`src/rtl/alu_arb_if.sv`:
```
// alu_arb_if: requester, shared-alu and response signals of the alu arbiter
interface alu_arb_if;
   logic        req0_valid, req0_ready;
   logic [31:0] req0_a, req0_b;
   logic [3:0]  req0_aluc;
   logic        req1_valid, req1_ready;
   logic [31:0] req1_a, req1_b;
   logic [3:0]  req1_aluc;
   logic [31:0] alu_a, alu_b, alu_result;
   logic [3:0]  alu_aluc;
   logic        alu_zero, alu_carry, alu_negative, alu_overflow;
   logic [1:0]  resp_valid;
   logic        resp_ready;
   logic [31:0] resp_result;
   logic        resp_zero, resp_carry, resp_negative, resp_overflow;
   modport slave (
      input  req0_valid, req0_a, req0_b, req0_aluc, req1_valid, req1_a, req1_b, req1_aluc,
      output req0_ready, req1_ready,
      output alu_a, alu_b, alu_aluc,
      input  alu_result, alu_zero, alu_carry, alu_negative, alu_overflow,
      output resp_valid, resp_result, resp_zero, resp_carry, resp_negative, resp_overflow,
      input  resp_ready
   );
   modport master (
      output req0_valid, req0_a, req0_b, req0_aluc, req1_valid, req1_a, req1_b, req1_aluc,
      input  req0_ready, req1_ready,
      input  alu_a, alu_b, alu_aluc,
      output alu_result, alu_zero, alu_carry, alu_negative, alu_overflow,
      input  resp_valid, resp_result, resp_zero, resp_carry, resp_negative, resp_overflow,
      output resp_ready
   );
endinterface

```
`src/rtl/alu_arb.sv`:
```
// alu_arb: round-robin arbiter sharing one alu between two requesters
module alu_arb (
   input  logic            clk,
   input  logic            rst,
   alu_arb_if.slave        bus,
   output logic            busy,
   output logic [15:0]     op_count
);
   typedef enum logic [1:0] {IDLE, EXEC, RESP} state_t;
   state_t      state, state_nxt;
   logic        last, idx, win0, win1, hs;
   logic [31:0] a, b, res;
   logic [3:0]  aluc;
   logic        zero, carry, neg, ovf;
   always_comb begin
      // last=1 means requester 1 was served last, so requester 0 wins a tie
      win0 = bus.req0_valid & (~bus.req1_valid | last);
      win1 = bus.req1_valid & (~bus.req0_valid | ~last);
      bus.req0_ready = (state == IDLE) & win0 & ~rst;
      bus.req1_ready = (state == IDLE) & win1 & ~rst;
      hs = bus.req0_ready | bus.req1_ready;
      state_nxt = (state == IDLE) ? (hs ? EXEC : IDLE) :
                  (state == EXEC) ? RESP :
                  (bus.resp_ready ? IDLE : RESP);
   end
   assign busy              = state != IDLE;
   assign bus.resp_valid    = (state == RESP) ? {idx, ~idx} : 2'b00;
   assign bus.alu_a         = a;
   assign bus.alu_b         = b;
   assign bus.alu_aluc      = aluc;
   assign bus.resp_result   = res;
   assign bus.resp_zero     = zero;
   assign bus.resp_carry    = carry;
   assign bus.resp_negative = neg;
   assign bus.resp_overflow = ovf;
   always_ff @(posedge clk) begin
      if (rst) begin
         state    <= IDLE;
         last     <= 1'b1;
         idx      <= 1'b0;
         a        <= '0;
         b        <= '0;
         aluc     <= '0;
         res      <= '0;
         zero     <= 1'b0;
         carry    <= 1'b0;
         neg      <= 1'b0;
         ovf      <= 1'b0;
         op_count <= '0;
      end else begin
         state <= state_nxt;
         if (hs) begin
            a    <= bus.req1_ready ? bus.req1_a : bus.req0_a;
            b    <= bus.req1_ready ? bus.req1_b : bus.req0_b;
            aluc <= bus.req1_ready ? bus.req1_aluc : bus.req0_aluc;
            idx  <= bus.req1_ready;
            last <= bus.req1_ready;
         end
         if (state == EXEC) begin
            res   <= bus.alu_result;
            zero  <= bus.alu_zero;
            carry <= bus.alu_carry;
            neg   <= bus.alu_negative;
            ovf   <= bus.alu_overflow;
         end
         if (state == RESP && bus.resp_ready) op_count <= op_count + 16'd1;
      end
   end
endmodule

```
`src/flat_wrapper.sv`:
```
// flat-port wrapper written by rule: the top's interface ports become plain ports
module alu_arb_flat 
  (clk, rst, busy, op_count, bus_req0_valid, bus_req0_a, bus_req0_b, bus_req0_aluc, bus_req1_valid, bus_req1_a, bus_req1_b, bus_req1_aluc, bus_req0_ready, bus_req1_ready, bus_alu_a, bus_alu_b, bus_alu_aluc, bus_alu_result, bus_alu_zero, bus_alu_carry, bus_alu_negative, bus_alu_overflow, bus_resp_valid, bus_resp_result, bus_resp_zero, bus_resp_carry, bus_resp_negative, bus_resp_overflow, bus_resp_ready);
  alu_arb_if bus_i ();
  input  logic clk;
  input  logic rst;
  output logic busy;
  output logic [15:0] op_count;
  input wire logic [$bits(bus_i.req0_valid)-1:0] bus_req0_valid;
  input wire logic [$bits(bus_i.req0_a)-1:0] bus_req0_a;
  input wire logic [$bits(bus_i.req0_b)-1:0] bus_req0_b;
  input wire logic [$bits(bus_i.req0_aluc)-1:0] bus_req0_aluc;
  input wire logic [$bits(bus_i.req1_valid)-1:0] bus_req1_valid;
  input wire logic [$bits(bus_i.req1_a)-1:0] bus_req1_a;
  input wire logic [$bits(bus_i.req1_b)-1:0] bus_req1_b;
  input wire logic [$bits(bus_i.req1_aluc)-1:0] bus_req1_aluc;
  output wire logic [$bits(bus_i.req0_ready)-1:0] bus_req0_ready;
  output wire logic [$bits(bus_i.req1_ready)-1:0] bus_req1_ready;
  output wire logic [$bits(bus_i.alu_a)-1:0] bus_alu_a;
  output wire logic [$bits(bus_i.alu_b)-1:0] bus_alu_b;
  output wire logic [$bits(bus_i.alu_aluc)-1:0] bus_alu_aluc;
  input wire logic [$bits(bus_i.alu_result)-1:0] bus_alu_result;
  input wire logic [$bits(bus_i.alu_zero)-1:0] bus_alu_zero;
  input wire logic [$bits(bus_i.alu_carry)-1:0] bus_alu_carry;
  input wire logic [$bits(bus_i.alu_negative)-1:0] bus_alu_negative;
  input wire logic [$bits(bus_i.alu_overflow)-1:0] bus_alu_overflow;
  output wire logic [$bits(bus_i.resp_valid)-1:0] bus_resp_valid;
  output wire logic [$bits(bus_i.resp_result)-1:0] bus_resp_result;
  output wire logic [$bits(bus_i.resp_zero)-1:0] bus_resp_zero;
  output wire logic [$bits(bus_i.resp_carry)-1:0] bus_resp_carry;
  output wire logic [$bits(bus_i.resp_negative)-1:0] bus_resp_negative;
  output wire logic [$bits(bus_i.resp_overflow)-1:0] bus_resp_overflow;
  input wire logic [$bits(bus_i.resp_ready)-1:0] bus_resp_ready;
  assign bus_i.req0_valid = bus_req0_valid;
  assign bus_i.req0_a = bus_req0_a;
  assign bus_i.req0_b = bus_req0_b;
  assign bus_i.req0_aluc = bus_req0_aluc;
  assign bus_i.req1_valid = bus_req1_valid;
  assign bus_i.req1_a = bus_req1_a;
  assign bus_i.req1_b = bus_req1_b;
  assign bus_i.req1_aluc = bus_req1_aluc;
  assign bus_req0_ready = bus_i.req0_ready;
  assign bus_req1_ready = bus_i.req1_ready;
  assign bus_alu_a = bus_i.alu_a;
  assign bus_alu_b = bus_i.alu_b;
  assign bus_alu_aluc = bus_i.alu_aluc;
  assign bus_i.alu_result = bus_alu_result;
  assign bus_i.alu_zero = bus_alu_zero;
  assign bus_i.alu_carry = bus_alu_carry;
  assign bus_i.alu_negative = bus_alu_negative;
  assign bus_i.alu_overflow = bus_alu_overflow;
  assign bus_resp_valid = bus_i.resp_valid;
  assign bus_resp_result = bus_i.resp_result;
  assign bus_resp_zero = bus_i.resp_zero;
  assign bus_resp_carry = bus_i.resp_carry;
  assign bus_resp_negative = bus_i.resp_negative;
  assign bus_resp_overflow = bus_i.resp_overflow;
  assign bus_i.resp_ready = bus_resp_ready;
  alu_arb u_core (.clk(clk), .rst(rst), .bus(bus_i), .busy(busy), .op_count(op_count));
endmodule
```
`config.mk`:
```
export PLATFORM = sky130hd
export DESIGN_NAME = alu_arb_flat
export DESIGN_NICKNAME = d
export VERILOG_FILES = /design/src/rtl/alu_arb_if.sv /design/src/rtl/alu_arb.sv /design/src/flat_wrapper.sv
export SDC_FILE = /design/constraint.sdc
export NUM_CORES = 1
export LEC_CHECK = 0
export ABC_AREA = 1
export BUFFER_PORTS_ARGS = -buffer_cell sky130_fd_sc_hd__buf_2
export CAP_MARGIN = 20
export CORE_AREA = 2 2 116 118
export DETAILED_ROUTE_END_ITERATION = 8
export DIE_AREA = 0 0 118 120
export PLACE_DENSITY = 0.79
export SYNTH_ARGS = -nofsm -noshare
export SYNTH_HDL_FRONTEND = slang
export SYNTH_SLANG_ARGS = --single-unit
```
`constraint.sdc`:
```
create_clock -name clk -period 1.8 [get_ports clk]
set_input_delay 0 -clock clk [delete_from_list [all_inputs] [get_ports clk]]
set_output_delay 0 -clock clk [all_outputs]
set_load 0.005 [all_outputs]
```
==> results.json <==
{
  "synthAdderAreaFrac_pct": 0.219,
  "ys.flop_type": "dfxtp_1",
  "setup_ws_ps": 62.7,
  "synth_top_area_cell": "dfxtp_1",
  "synthArstFlopShare_pct": 0,
  "hold_path.class": "primary input to flip-flop",
  "synth_mux_area_share_pct": 0,
  "hold_viol_final": 0,
  "place_ws_ps": 163,
  "synth-simple-area-share_pct": 31.0,
  "grt.overflow.total": 0,
  "drc": 0,
  "gp_congestion": 0.857,
  "synth-compound-area-share_pct": 10.7,
  "slew_violations": 0,
  "synth_seq_cells": 124,
  "mostFrequentLayoutCells": "buf_2, nand2_1, dlygate4sd3_1",
  "wirelength_um": 25500,
  "synth_cells": 892,
  "grt_pass1_vias": 8102,
  "grt_usage_pct": 35.6,
  "crit_type": "flip-flop to flip-flop",
  "max_slew.worst_pin.slew_ps": 826,
  "port_buffers": 301,
  "status": "finished, final reports clean",
  "ir_drop_v": 0.000764,
  "die_w_um": 118,
  "ant_nets": 0,
  "synthTopCellsByArea": "dfxtp_1, nand2_1, inv_1",
  "clk_latency_ps": 410,
  "drt_iter0_markers": 833,
  "pin_count": 302,
  "cts_setup_buffers": 0,
  "leakagePower_nw": 5.22,
  "fp.dieH_um": 120,
  "max_slew_margin_pct": 45.0,
  "cp-start-kind": "flip-flop",
  "viasPerCell": 5.14,
  "synth_top_area_share_pct": 43.4,
  "final.period_utilization_pct": 96.5,
  "grt_setup_unrepaired": "yes",
  "critical_path_required_ps": 2040,
  "core_area_um2": 13000,
  "antenna_found_initial": 2,
  "numCtsBuffers": 17,
  "setup_viol": 0,
  "cts-root-buf": "clkbuf_16",
  "cts_tree": "done",
  "power.density_nw_per_um2": 872,
  "syn_avg_cell_area_um2": 6.41,
  "dr.pass1.iters": 7,
  "synth_top_family_by_area": "simple AND/OR/NAND/NOR gates",
  "grt_pass1_wl_um": 40100,
  "clock-sinks": 124,
  "drive_gt1_share_pct": 26.1,
  "maxCapViolCount": 0,
  "cp_max_fo": 23,
  "cp-end-kind": "flip-flop",
  "utilization_pct": 75.9,
  "fin_crit_ps": 1740,
  "final_common_cell": "buf_2",
  "setup_tns_ps": 0,
  "via_count": 7952,
  "post_drt_wl_per_cell_um": 16.5,
  "syn_area_um2": 5720,
  "dp_hpwl_um": 12400,
  "nFillCells": 809,
  "area_growth_pct": 72.3,
  "synth_warnings": 0,
  "grt_max_degree": 77,
  "syn_nets": 1070,
  "finalNetCount": 1534,
  "clock_path_buffers": 2,
  "placementRows": 42,
  "yosysSeqAreaShare_pct": 43.4,
  "die_area_um2": 14200,
  "htree_num_levels": 4,
  "worstPathArrival_ps": 1980,
  "skew_ps": 7.26,
  "initial_core_util_pct": 44.0,
  "cts.reportedPaths.clkPinSlew_ps": 50,
  "ys_types": 25,
  "synth_edf_count": 0,
  "fmax_mhz": 576,
  "synth-xor-area-share_pct": 0.306
}
-- power breakdown --
part,internal (mW),switching (mW),leakage (nW),total (mW)
Clock,2.67,1.24,0.323,3.91
Combinational,0.771,0.832,3.88,1.60
Sequential,2.96,0.124,1.01,3.08
-- cells in the mapped netlist, types with 2 or more instances --
library cell,number
buf_4,5
nor2_2,3
inv_2,2
inv_1,156
nand3_1,75
clkbuf_1,31
nor3_1,2
nand4_1,6
a21oi_1,73
nor2_1,105
buf_2,11
nand2_1,246
o21ai_0,42
dfxtp_1,124
-- cell type report --
cell class	instances	area [um2]	area share, %
diodes	1	2.50	0.0254
inverters	159	597	6.06
clock inverters	11	214	2.17
multi-input cells	561	2430	24.6
clock buffers	21	460	4.67
repair buffers	493	3450	35.0
well taps	176	220	2.24
flip-flops and latches	124	2480	25.2
-- repair_timing --
action | CTS | global route
hold buffers | 174 | 0
gates resized for setup | 0 | 1
endpoints found under the setup margin | 0 | 4
hold endpoints to repair | 106 | 0
-- routing by layer --
metal	track usage, %	wire, um	vias to the layer above
li1	-	-	3641
met1	37.7	9160	3539
met2	60.3	12200	585
met3	11.0	2380	185
met4	25.3	1720	2
met5	0	12	-
-- sequential cells by signal, indices dropped and copies added (netlist names) --
| name | count |
|---|---|
| u_core.bus.alu_a | 32 |
| u_core.bus.alu_aluc | 4 |
| u_core.bus.alu_b | 32 |
| u_core.bus.resp_carry | 1 |
| u_core.bus.resp_negative | 1 |
| u_core.bus.resp_overflow | 1 |
| u_core.bus.resp_result | 32 |
| u_core.bus.resp_zero | 1 |
| u_core.idx | 1 |
| u_core.last | 1 |
| u_core.op_count | 16 |
| u_core.state | 2 |
-- cells by family after synthesis --
| logic type | Yosys count |
|---|---|
| xor+xnor | 2 |
| flops | 124 |
| simple gates | 439 |
| fa+ha+maj | 1 |
| buf+inv | 207 |
| compound gates | 119 |
-- critical path, cell delays in order (launching register included) --
cell	delay [ps]
dfxtp_1	360
nor2_2	210
nand2_2	130
a21oi_4	190
inv_2	220
buf_12	230
nand2_1	100
a21oi_1	100
-- per-stage QoR --
stage                     power [mW]  instances  hold WS, ps  cell area [um2]
after floorplan                 3.72        892          135             5720
after global placement          4.29       1339          220             7430
after detailed placement        4.30       1339          230             7430
after CTS                       8.48       1545         98.5             9840
after global routing            8.89       1546          160             9850
final                           8.59       1546          115             9850
-- final timing paths --
kind	to	slack, ps	depth (start not counted)	from
worst max-delay path	u_core.bus.alu_b[8]$_SDFFE_PP0P_	60	7	u_core.state[1]$_SDFF_PP0_
worst min register to register	u_core.bus.alu_a[10]$_SDFFE_PP0P_	460	2	u_core.bus.alu_a[10]$_SDFFE_PP0P_
worst min-delay path	u_core.last$_SDFFE_PP1P_	110	4	bus_req0_valid
worst max register to register	u_core.bus.alu_b[8]$_SDFFE_PP0P_	60	7	u_core.state[1]$_SDFF_PP0_
(Power assumes the default switching activity.)
